<file path="src/rtl/boardman_pkg.sv">
// Shared types and constants for the board-manager WISHBONE initiator.
// Used by boardman_wb_master and its byte/word shifter bm_byte_word.
package boardman_pkg;

  // Command sequencer states.
  typedef enum logic [2:0] {
    ST_IDLE,
    ST_HDR1,
    ST_HDR2,
    ST_WDAT,
    ST_WBCYC,
    ST_RDTX,
    ST_STAT
  } bm_state_e;

  // Operations on the 4-byte shift register.
  typedef enum logic [1:0] {
    BW_HOLD,
    BW_PUSH,
    BW_POP,
    BW_LOAD
  } bw_op_e;

  // Header layout: {W, B, U, addr[20:0]}.
  localparam int HDR_W_BIT = 23;
  localparam int HDR_B_BIT = 22;
  localparam int HDR_U_BIT = 21;

  // Write status byte values.
  localparam logic [7:0] STAT_OK  = 8'h00;
  localparam logic [7:0] STAT_ERR = 8'h01;

  // Word returned for a read that ended in err/rty/timeout.
  localparam logic [31:0] RD_ERR_WORD = 32'hFFFF_FFFF;

  // Number of WB words a command moves: 1, or 1/2/4/8 when the B bit is set.
  function automatic logic [3:0] burst_words(input logic burst, input logic [1:0] size);
    return burst ? (4'd1 << size) : 4'd1;
  endfunction

endpackage

</file>
<file path="src/rtl/bm_byte_word.sv">
// 4-byte MSB-first shift register with a 2-bit byte counter.
// Packs received bytes into a word (PUSH) or unpacks a loaded word into
// bytes (LOAD then POP). last_o flags the fourth byte of a word.
module bm_byte_word
  import boardman_pkg::*;
(
  input  logic        wb_clk_i,
  input  logic        wb_rst_ni,
  input  bw_op_e      op_i,
  input  logic [7:0]  byte_i,
  input  logic [31:0] word_i,
  output logic [31:0] word_o,
  output logic [7:0]  byte_o,
  output logic        last_o
);

  logic [31:0] sr_q;
  logic [1:0]  cnt_q;

  // Shift one byte in or out, or parallel-load a word and restart the count.
  always_ff @(posedge wb_clk_i or negedge wb_rst_ni) begin
    // NOTE: state is updated with non-blocking assignments so every register
    // in the design sees the pre-edge values of all the others.
    if (!wb_rst_ni) begin
      sr_q  <= '0;
      cnt_q <= '0;
    end else begin
      unique case (op_i)
        BW_PUSH: begin
          sr_q  <= {sr_q[23:0], byte_i};
          cnt_q <= cnt_q + 2'd1;
        end
        BW_POP: begin
          sr_q  <= {sr_q[23:0], 8'h00};
          cnt_q <= cnt_q + 2'd1;
        end
        BW_LOAD: begin
          sr_q  <= word_i;
          cnt_q <= '0;
        end
        default: ;
      endcase
    end
  end

  assign word_o = sr_q;
  assign byte_o = sr_q[31:24];
  assign last_o = (cnt_q == 2'd3);

endmodule

</file>
<file path="src/rtl/boardman_wb_master.sv">
// Byte-stream to WISHBONE initiator for the debug board manager.
// Decodes 3-byte headers {W, B, U, addr[20:0]}, runs single or burst
// classic 32-bit WB cycles and answers with read bytes or a status byte.
// Optional feature macro: BOARDMAN_WB_TIMEOUT_EN (bus timeout counter).
module boardman_wb_master
  import boardman_pkg::*;
#(
  parameter int ADDR_W         = 25,
  parameter int TIMEOUT_CYCLES = 255
) (
  input  logic              wb_clk_i,
  input  logic              wb_rst_ni,
  input  logic [7:0]        rx_dat_i,
  input  logic              rx_valid_i,
  output logic              rx_ready_o,
  output logic [7:0]        tx_dat_o,
  output logic              tx_valid_o,
  input  logic              tx_ready_i,
  input  logic [1:0]        burst_size_i,
  input  logic [3:0]        upper_addr_i,
  output logic              wb_cyc_o,
  output logic              wb_stb_o,
  output logic              wb_we_o,
  output logic [ADDR_W-1:0] wb_adr_o,
  output logic [31:0]       wb_dat_o,
  output logic [3:0]        wb_sel_o,
  input  logic [31:0]       wb_dat_i,
  input  logic              wb_ack_i,
  input  logic              wb_err_i,
  input  logic              wb_rty_i,
  output logic              busy_o,
  output logic              err_o,
  input  logic              err_clr_i
);

  bm_state_e         state_q, state_d;
  bw_op_e            bw_op;
  logic [31:0]       bw_word, bw_ld_word;
  logic [7:0]        bw_byte;
  logic              bw_last;
  logic [23:0]       hdr;
  logic [ADDR_W-1:0] hdr_addr;
  logic              rx_fire, tx_fire;
  logic              cyc_q, is_write_q, any_err_q;
  logic [ADDR_W-1:0] addr_q;
  logic [3:0]        words_left_q;
  logic              tmo, bus_err, word_done, word_err;

  // The first two header bytes sit in the shifter; the third is still on rx_dat_i.
  assign hdr      = {bw_word[15:0], rx_dat_i};
  assign hdr_addr = ADDR_W'({(hdr[HDR_U_BIT] ? upper_addr_i : 4'h0), hdr[20:0]})
                    & ~ADDR_W'(3);

  assign rx_ready_o = state_q inside {ST_IDLE, ST_HDR1, ST_HDR2, ST_WDAT};
  assign tx_valid_o = (state_q == ST_RDTX) || (state_q == ST_STAT);
  assign rx_fire    = rx_valid_i & rx_ready_o;
  assign tx_fire    = tx_valid_o & tx_ready_i;

  // Retry and timeout are folded into error; err beats a simultaneous ack.
  assign bus_err   = wb_err_i | wb_rty_i | tmo;
  assign word_done = cyc_q & (wb_ack_i | bus_err);
  assign word_err  = cyc_q & bus_err;

  // Read data is captured into the shifter on completion; a header clears it.
  assign bw_ld_word = (state_q == ST_WBCYC) ? (word_err ? RD_ERR_WORD : wb_dat_i) : 32'h0;

  bm_byte_word u_byte_word (
    .wb_clk_i  (wb_clk_i),
    .wb_rst_ni (wb_rst_ni),
    .op_i      (bw_op),
    .byte_i    (rx_dat_i),
    .word_i    (bw_ld_word),
    .word_o    (bw_word),
    .byte_o    (bw_byte),
    .last_o    (bw_last)
  );

`ifdef BOARDMAN_WB_TIMEOUT_EN
  localparam int TMO_W = $clog2(TIMEOUT_CYCLES + 1);
  logic [TMO_W-1:0] tmo_cnt_q;

  // Count cycles with cyc high; restart whenever a new WB word begins.
  always_ff @(posedge wb_clk_i or negedge wb_rst_ni) begin
    if (!wb_rst_ni) begin
      tmo_cnt_q <= '0;
    end else if (state_q != ST_WBCYC) begin
      tmo_cnt_q <= '0;
    end else if (cyc_q) begin
      tmo_cnt_q <= tmo_cnt_q + TMO_W'(1);
    end
  end

  assign tmo = cyc_q && (tmo_cnt_q == TMO_W'(TIMEOUT_CYCLES - 1));
`else
  assign tmo = 1'b0;
`endif

  // State register.
  always_ff @(posedge wb_clk_i or negedge wb_rst_ni) begin
    if (!wb_rst_ni) state_q <= ST_IDLE;
    else            state_q <= state_d;
  end

  // Next-state and shifter control.
  always_comb begin
    // NOTE: every output of this block gets a default first, so no path
    // through the case statement can leave one unassigned and infer a latch.
    state_d = state_q;
    bw_op   = BW_HOLD;
    unique case (state_q)
      ST_IDLE: if (rx_fire) begin
        bw_op   = BW_PUSH;
        state_d = ST_HDR1;
      end
      ST_HDR1: if (rx_fire) begin
        bw_op   = BW_PUSH;
        state_d = ST_HDR2;
      end
      ST_HDR2: if (rx_fire) begin
        bw_op   = BW_LOAD;
        state_d = hdr[HDR_W_BIT] ? ST_WDAT : ST_WBCYC;
      end
      ST_WDAT: if (rx_fire) begin
        bw_op = BW_PUSH;
        if (bw_last) state_d = ST_WBCYC;
      end
      ST_WBCYC: if (word_done) begin
        if (is_write_q) begin
          state_d = (words_left_q == 4'd1) ? ST_STAT : ST_WDAT;
        end else begin
          bw_op   = BW_LOAD;
          state_d = ST_RDTX;
        end
      end
      ST_RDTX: if (tx_fire) begin
        bw_op = BW_POP;
        if (bw_last) state_d = (words_left_q == 4'd0) ? ST_IDLE : ST_WBCYC;
      end
      ST_STAT: if (tx_fire) state_d = ST_IDLE;
      default: state_d = ST_IDLE;
    endcase
  end

  // cyc/stb: raise one cycle after entering WBCYC, drop after the completing cycle.
  always_ff @(posedge wb_clk_i or negedge wb_rst_ni) begin
    if (!wb_rst_ni) begin
      cyc_q <= 1'b0;
    end else if (state_q == ST_WBCYC && !cyc_q) begin
      cyc_q <= 1'b1;
    end else if (word_done) begin
      cyc_q <= 1'b0;
    end
  end

  // Command context: latched on the last header byte, advanced per completed word.
  always_ff @(posedge wb_clk_i or negedge wb_rst_ni) begin
    if (!wb_rst_ni) begin
      is_write_q   <= 1'b0;
      addr_q       <= '0;
      words_left_q <= '0;
      any_err_q    <= 1'b0;
    end else if (state_q == ST_HDR2 && rx_fire) begin
      is_write_q   <= hdr[HDR_W_BIT];
      addr_q       <= hdr_addr;
      words_left_q <= burst_words(hdr[HDR_B_BIT], burst_size_i);
      any_err_q    <= 1'b0;
    end else if (word_done) begin
      addr_q       <= addr_q + ADDR_W'(4);
      words_left_q <= words_left_q - 4'd1;
      if (word_err) any_err_q <= 1'b1;
    end
  end

  // Sticky error flag; a new error outranks a clear in the same cycle.
  always_ff @(posedge wb_clk_i or negedge wb_rst_ni) begin
    if (!wb_rst_ni)     err_o <= 1'b0;
    else if (word_err)  err_o <= 1'b1;
    else if (err_clr_i) err_o <= 1'b0;
  end

  // Response byte: status in STAT, current read byte in RDTX, quiet otherwise.
  always_comb begin
    tx_dat_o = 8'h00;
    if (state_q == ST_STAT)      tx_dat_o = any_err_q ? STAT_ERR : STAT_OK;
    else if (state_q == ST_RDTX) tx_dat_o = bw_byte;
  end

  assign wb_cyc_o = cyc_q;
  assign wb_stb_o = cyc_q;
  assign wb_we_o  = cyc_q & is_write_q;
  assign wb_adr_o = addr_q;
  assign wb_dat_o = wb_we_o ? bw_word : 32'h0;
  assign wb_sel_o = 4'hF;
  assign busy_o   = (state_q != ST_IDLE);

endmodule

</file>
<file path="config.mk">
export PLATFORM = sky130hd
export DESIGN_NAME = boardman_wb_master
export DESIGN_NICKNAME = d
export VERILOG_FILES = /design/src/rtl/boardman_pkg.sv /design/src/rtl/bm_byte_word.sv /design/src/rtl/boardman_wb_master.sv
export SDC_FILE = /design/constraint.sdc
export NUM_CORES = 1
export LEC_CHECK = 0
export ABC_CLOCK_PERIOD_IN_PS = 3100
export CORE_MARGIN = 5
export CORE_UTILIZATION = 50
export CTS_CLUSTER_SIZE = 28
export DETAILED_ROUTE_END_ITERATION = 6
export GPL_ROUTABILITY_DRIVEN = 0
export HOLD_SLACK_MARGIN = 0.02
export PLACE_DENSITY_LB_ADDON = 0.2
export SLEW_MARGIN = 20
export SYNTH_ARGS = -nofsm -noshare
export SYNTH_HDL_FRONTEND = slang
export SYNTH_SLANG_ARGS = --single-unit
</file>
<file path="constraint.sdc">
create_clock -name wb_clk_i -period 3.1 [get_ports wb_clk_i]
set_input_delay 0.62 -clock wb_clk_i [delete_from_list [all_inputs] [get_ports wb_clk_i]]
set_output_delay 0.62 -clock wb_clk_i [all_outputs]
set_load 0.01 [all_outputs]
</file>
# After elaboration in Yosys (flattened, before gate mapping)
# Index checks and enable logic that the tools add are counted.
[totals]
register_bits = 70
wordCells = 99
input_bits = 54
out_inout_bits = 76
[classes]
n_mux = 41
n_reduce_logical = 18
shifts = 1
addsub = 3
bitwise_logic = 7
n_eq_ne = 20
[op_table]
columns = ["op", "count"]
rows = [
  ["$mux 32", 3],
  ["$pmux 32 s3", 1],
  ["$mux 25", 2],
  ["$mux 3", 13],
  ["$add 25x3->25 const B", 1],
  ["$pmux 3 s7", 1],
  ["$ne 2x2->1 const B", 9],
  ["$mux 4", 4],
  ["$mux 8", 2],
  ["$reduce_bool 2->1", 5],
  ["$eq 3x3->1 const B", 3],
  ["$mux 1", 9],
  ["$reduce_and 9->1", 1],
  ["$mux 2", 4],
  ["$pmux 2 s4", 1],
  ["$eq 2x2->1 const B", 3],
  ["$eq 3x2->1 const B", 2],
  ["$reduce_bool 3->1", 2],
  ["$and 1x1->1", 5],
  ["$eq 4x1->1 const B", 1],
  ["$logic_not 4->1", 1],
  ["$pmux 2 s2", 1],
  ["$reduce_bool 4->1", 1],
  ["$shl 1x2->4 const A", 1],
  ["other kinds (12)", 14],
]

# Logic depth before layout (Yosys ltp)
[logic_depth]
word_depth = 8
ltp_mapped = 7
ltp_nobuf = 6

# Hierarchy
# A second synthesis with hierarchy kept.
[unflattened]
cells_unflattened = 505
hier_area_um2 = 4625.7
[modules_own_cells]
columns = ["mod", "instances", "seq_area_each_um2", "area_each_um2", "cells_per_inst"]
rows = [
  ["boardman_wb_master", 1, 850.8, 2630.0, 348],
  ["bm_byte_word", 1, 850.8, 1995.7, 157],
]

# Worst setup path before layout
# No wires, ideal clock.
[synth_path]
kind = "input to register"
start = "input port wb_ack_i"
end = "register u_byte_word.sr_q[0] (netlist: u_byte_word.word_o[0])"
path_slack_ps = 1107
required_ps = 2964
setup_ps = 136
path_stages = 6
path_buffers = 1
arrival_ps = 1857
cell_sequence = "o31ai_4 -> nor4_4 -> or3_1 -> buf_4 -> nor2_2 -> nor4_2"
[synth_via]
elab_chain_cells = 6
elab_cells_between_ends = 9
classes_between = "3 x eq/ne; 3 x mux; 2 x bitwise; 1 x reduce/logical"
[synth_rtl]
columns = ["element", "line_no", "text"]
rows = [
  ["start: declaration", "boardman_wb_master.sv:28", "input logic wb_ack_i,"],
  ["$or 1x1->1 (*)", "boardman_wb_master.sv:61", "assign word_done = cyc_q & (wb_ack_i | bus_err);"],
  ["$and 1x1->1 (*)", "boardman_wb_master.sv:61", ""],
  ["$mux 2 (*)", "boardman_wb_master.sv:127", "ST_WBCYC: if (word_done) begin"],
  ["$pmux 2 s4 (*)", "boardman_wb_master.sv:110", "unique case (state_q)"],
  ["$eq 2x2->1 or $eq 2x1->1 (tied branches)", "bm_byte_word.sv:28", "unique case (op_i)"],
  ["$pmux 32 s3 or $reduce_bool 3->1 (tied branches)", "n/a", ""],
  ["end signal: assignment", "bm_byte_word.sv:30", "sr_q <= {sr_q[23:0], byte_i};"],
  ["end signal: assignment", "bm_byte_word.sv:34", "sr_q <= {sr_q[23:0], 8'h00};"],
  ["end signal: assignment", "bm_byte_word.sv:38", "sr_q <= word_i;"],
  ["end: declaration", "bm_byte_word.sv:17", "logic [31:0] sr_q;"],
]
# Mark *: on every way between the ends. The rest lies on a longest branch, timed or not.
# A chain may end at the register's enable or synchronous reset.

# Worst setup path in the final report
[layout_path]
start = "register state_q[1]"
end = "output port tx_dat_o[4]"
[layout_via]
elab_chain_cells = 3
elab_cells_between_ends = 4
classes_between = "2 x eq/ne; 2 x mux"
[layout_rtl]
columns = ["element", "line_no", "text"]
rows = [
  ["start: declaration", "boardman_wb_master.sv:36", "bm_state_e state_q, state_d;"],
  ["start signal: assignment", "boardman_wb_master.sv:101", "else state_q <= state_d;"],
  ["$eq 3x3->1", "boardman_wb_master.sv:185", "else if (state_q == ST_RDTX) tx_dat_o = bw_byte;"],
  ["$mux 8", "boardman_wb_master.sv:185", ""],
  ["$mux 8 (*)", "boardman_wb_master.sv:184", "if (state_q == ST_STAT) tx_dat_o = any_err_q ? STAT_ERR : STAT_OK;"],
  ["end: declaration", "boardman_wb_master.sv:16", "output logic [7:0] tx_dat_o,"],
]
# Marks and branches as above.

==> impl_metrics.py <==
metrics = {
    "synth": {
        "yosysUniqueCellTypes": 52,
        "yosys.area.top_type": "dfrtp_1",
        "async_flop_share": 1.000,
        "yosys-top-cells-area": "dfrtp_1 (43%), and3_1 (5.9%), o21ai_0 (4.9%)",
        "syn_avg_cell_area_um2": 8.960,
        "synth_flop_cell": "dfrtp_1",
        "ys_seq_area_frac": 0.4307,
        "netlist_area_um2": 3951,
        "synth-seq-cells": 68,
        "synth_edf_count": 0,
        "synth_top_cell_area_share": 0.4307,
        "yosys_warnings": 0,
        "synth_cells": 441,
    },
    "drt": {
        "vias": 3843,
        "met1_length_um": 5144,
        "postRouteAntennaNets": 0,
        "drc": 0,
        "wl_met3_um": 1007,
        "wl_met2_um": 5603,
        "top_layer": "met4",
        "first_pass_iters": 5,
        "wl_per_cell_um": 18.10,
        "drt_wl_total_um": 11960,
        "vias_per_cell": 5.814,
        "initialDrtViolationCount": 210,
    },
    "global_routing": {
        "grt_pass1_vias": 3879,
        "grt_max_degree": 69,
        "grt_usage": 0.2455,
        "grt_pass1_wl_um": 19390,
        "antenna_found_initial": 0,
        "gr-total-overflow": 0,
    },
    "run_status": {
        "status": "finished clean",
    },
    "final_layout": {
        "antennaDiodeCount": 0,
        "fillCellCount": 605,
        "areaGrowthSynthToFinish_pct": 38.19,
        "finalNetCount": 613,
        "fin_area_um2": 5460,
        "multi_input_area_um2": 2049,
        "regArea_um2": 1702,
        "drive_gt1_frac": 0.09839,
        "fin_util": 0.7066,
    },
    "clock_tree": {
        "cts_max_path_buffers": 2,
        "clk_latency_ns": 0.35,
        "numCtsBuffers": 9,
        "ctsHtreeMaxLevel": 3,
        "hold_buffers": 0,
        "cts_setup_buffers": 0,
        "cts_tree": "built",
        "cts_resized": 0,
        "cts.sinks": 68,
        "root_buffer": "clkbuf_8",
        "path_clk_slew_ns": 0.08,
    },
    "critical_path": {
        "rrSetupSlack_ns": 0.74,
        "crit_path_end_kind": "primary output",
        "ff2ff_path_depth": 7,
        "startpoint_type": "flip-flop",
        "arrival_ns": 2.28,
        "critPathKind": "reg2out",
        "r2r_end": "u_byte_word.word_o[1]$_DFFE_PN0P_",
        "r2r-start": "wb_cyc_o$_DFFE_PN0P_",
        "cp_data_required_time_ns": 2.48,
        "worstSetupEndpoint": "tx_dat_o[4]",
        "crit_start": "state_q[1]$_DFFE_PN0P_",
        "critPathMaxFanout": 10,
    },
    "sta": {
        "fmaxAchievable_ghz": 0.3443,
        "tightest_slew_ns": 0.9241,
        "fin_crit_sh": 0.9369,
        "rsz0062_at_grt": "false",
        "fin_tns_setup_ns": 0,
        "final_hold_viol_count": 0,
        "finClkSkew_ns": 0.01001,
        "setup_violations": 0,
        "slew_violations": 0,
        "finalCriticalPeriod_ns": 2.904,
        "relSlewSlack": 0.3819,
    },
    "hold_path": {
        "hp-class": "in2async",
    },
    "place": {
        "placed_area_um2": 5225,
        "hpwl_um": 8637,
        "portBuffers": 123,
    },
    "floorplanning": {
        "initial_core_util": 0.5113,
        "dieArea_um2": 9780,
        "die_height_um": 98.90,
        "boundaryPins": 130,
        "num_rows": 32,
        "die_x_um": 98.90,
        "coreArea_um2": 7727,
    },
    "power_and_ir_drop": {
        "leakagePower_uw": 0.002346,
        "peakVddDrop_mv": 0.5862,
        "p_per_area_nw_per_um2": 934.2,
        "power.total_uw": 5101,
    },
    "job": {
        "cap_viol_max_count": 0,
    },
}
[Yosys cell counts, types with 9 or more instances]
| master | count |
|---|---|
| nand2_1 | 51 |
| o21ai_0 | 39 |
| clkbuf_1 | 21 |
| and3_1 | 37 |
| a22oi_1 | 25 |
| nand3_1 | 11 |
| a21oi_1 | 29 |
| xor2_1 | 18 |
| dfrtp_1 | 68 |
| and2_1 | 9 |
| inv_1 | 10 |
| nor2_1 | 29 |
| buf_4 | 10 |
[final cells by class]
| class | count | area share |
|---|---|---|
| multi-input combinational | 331 | 0.3753 |
| sequential | 68 | 0.3116 |
| timing repair buffer | 134 | 0.2397 |
| clock buffer | 11 | 0.02773 |
| tap | 102 | 0.02337 |
| clock inverter | 5 | 0.01535 |
| inverter | 10 | 0.006874 |
[power by group]
part,leakage (uW),internal (uW),switching (uW)
combinational,0.00142,1170,1190
sequential,0.000818,1330,552
clock,0.000112,498,358
[worst min path at each step]
stage	startpoint	endpoint	slack [ns]
floorplan	wb_rst_ni	any_err_q$_DFFE_PN0P_	0.32
global placement	u_byte_word.cnt_q[0]$_DFFE_PN0P_	u_byte_word.cnt_q[0]$_DFFE_PN0P_	0.47
detailed placement	u_byte_word.cnt_q[0]$_DFFE_PN0P_	u_byte_word.cnt_q[0]$_DFFE_PN0P_	0.48
CTS	u_byte_word.cnt_q[0]$_DFFE_PN0P_	u_byte_word.cnt_q[0]$_DFFE_PN0P_	0.48
global route	u_byte_word.cnt_q[0]$_DFFE_PN0P_	u_byte_word.cnt_q[0]$_DFFE_PN0P_	0.50
finish	wb_rst_ni	wb_adr_o[19]$_DFFE_PN0N_	0.48
[critical path: stages, from the launching register on]
cell	delay, ns
dfrtp_1	0.52
nand2b_1	0.30
nor2_1	0.38
and2_1	0.20
clkdlybuf4s50_1	0.53
[layer usage]
layer	vias to the layer above	GRT usage
met5	-	0
met4	0	0.09034
met2	185	0.3864
met3	19	0.04671
met1	1868	0.3376
li1	1771	-
[metrics by stage]
step,std cells,setup WS [ns],hold slack [ns]
after global placement,645,0.3919,0.4720
after detailed placement,645,0.3633,0.4758
after CTS,661,0.1910,0.4847
final,661,0.1955,0.4781
after floorplan,445,1.107,0.3244
after global routing,661,0.07872,0.5022
[cell families (layout without fill, tap and decap cells)]
| family | Yosys count | after routing | share of synthesized area |
|---|---|---|---|
| adder cells (fa/ha/maj) | 5 | 5 | 0.01583 |
| multiplexers | 3 | 3 | 0.008233 |
| flip-flops | 68 | 68 | 0.4307 |
| other | 2 | 6 | 0.001901 |
| AND/OR/NAND/NOR | 178 | 178 | 0.2559 |
| buffers and inverters | 46 | 160 | 0.05447 |
| XOR/XNOR | 25 | 25 | 0.05541 |
| AO/OA/AOI/OAI | 114 | 114 | 0.1776 |
[registers in the layout, summed over array words and instances, names as in the netlist]
register,cells
is_write_q,1
err_o,1
wb_adr_o,23
state_q,3
wb_cyc_o,1
words_left_q,4
u_byte_word.word_o,32
u_byte_word.cnt_q,2
any_err_q,1
[placed cells by master (no fill, tap or decap), drive strengths merged, types with 3 or more instances in the layout]
cell / n
a21oi: 30
a22oi: 25
and2: 9
and3: 37
buf: 12
clkbuf: 11
clkdlybuf4s50: 122
conb: 6
dfrtp: 68
ha: 5
inv: 10
nand2: 51
nand2b: 3
nand3: 12
nand4: 6
nor2: 38
nor2b: 3
nor3: 3
nor4: 11
o21ai: 42
o22ai: 3
xnor2: 7
xor2: 18
Note: power is estimated with default switching activity, not from simulation.
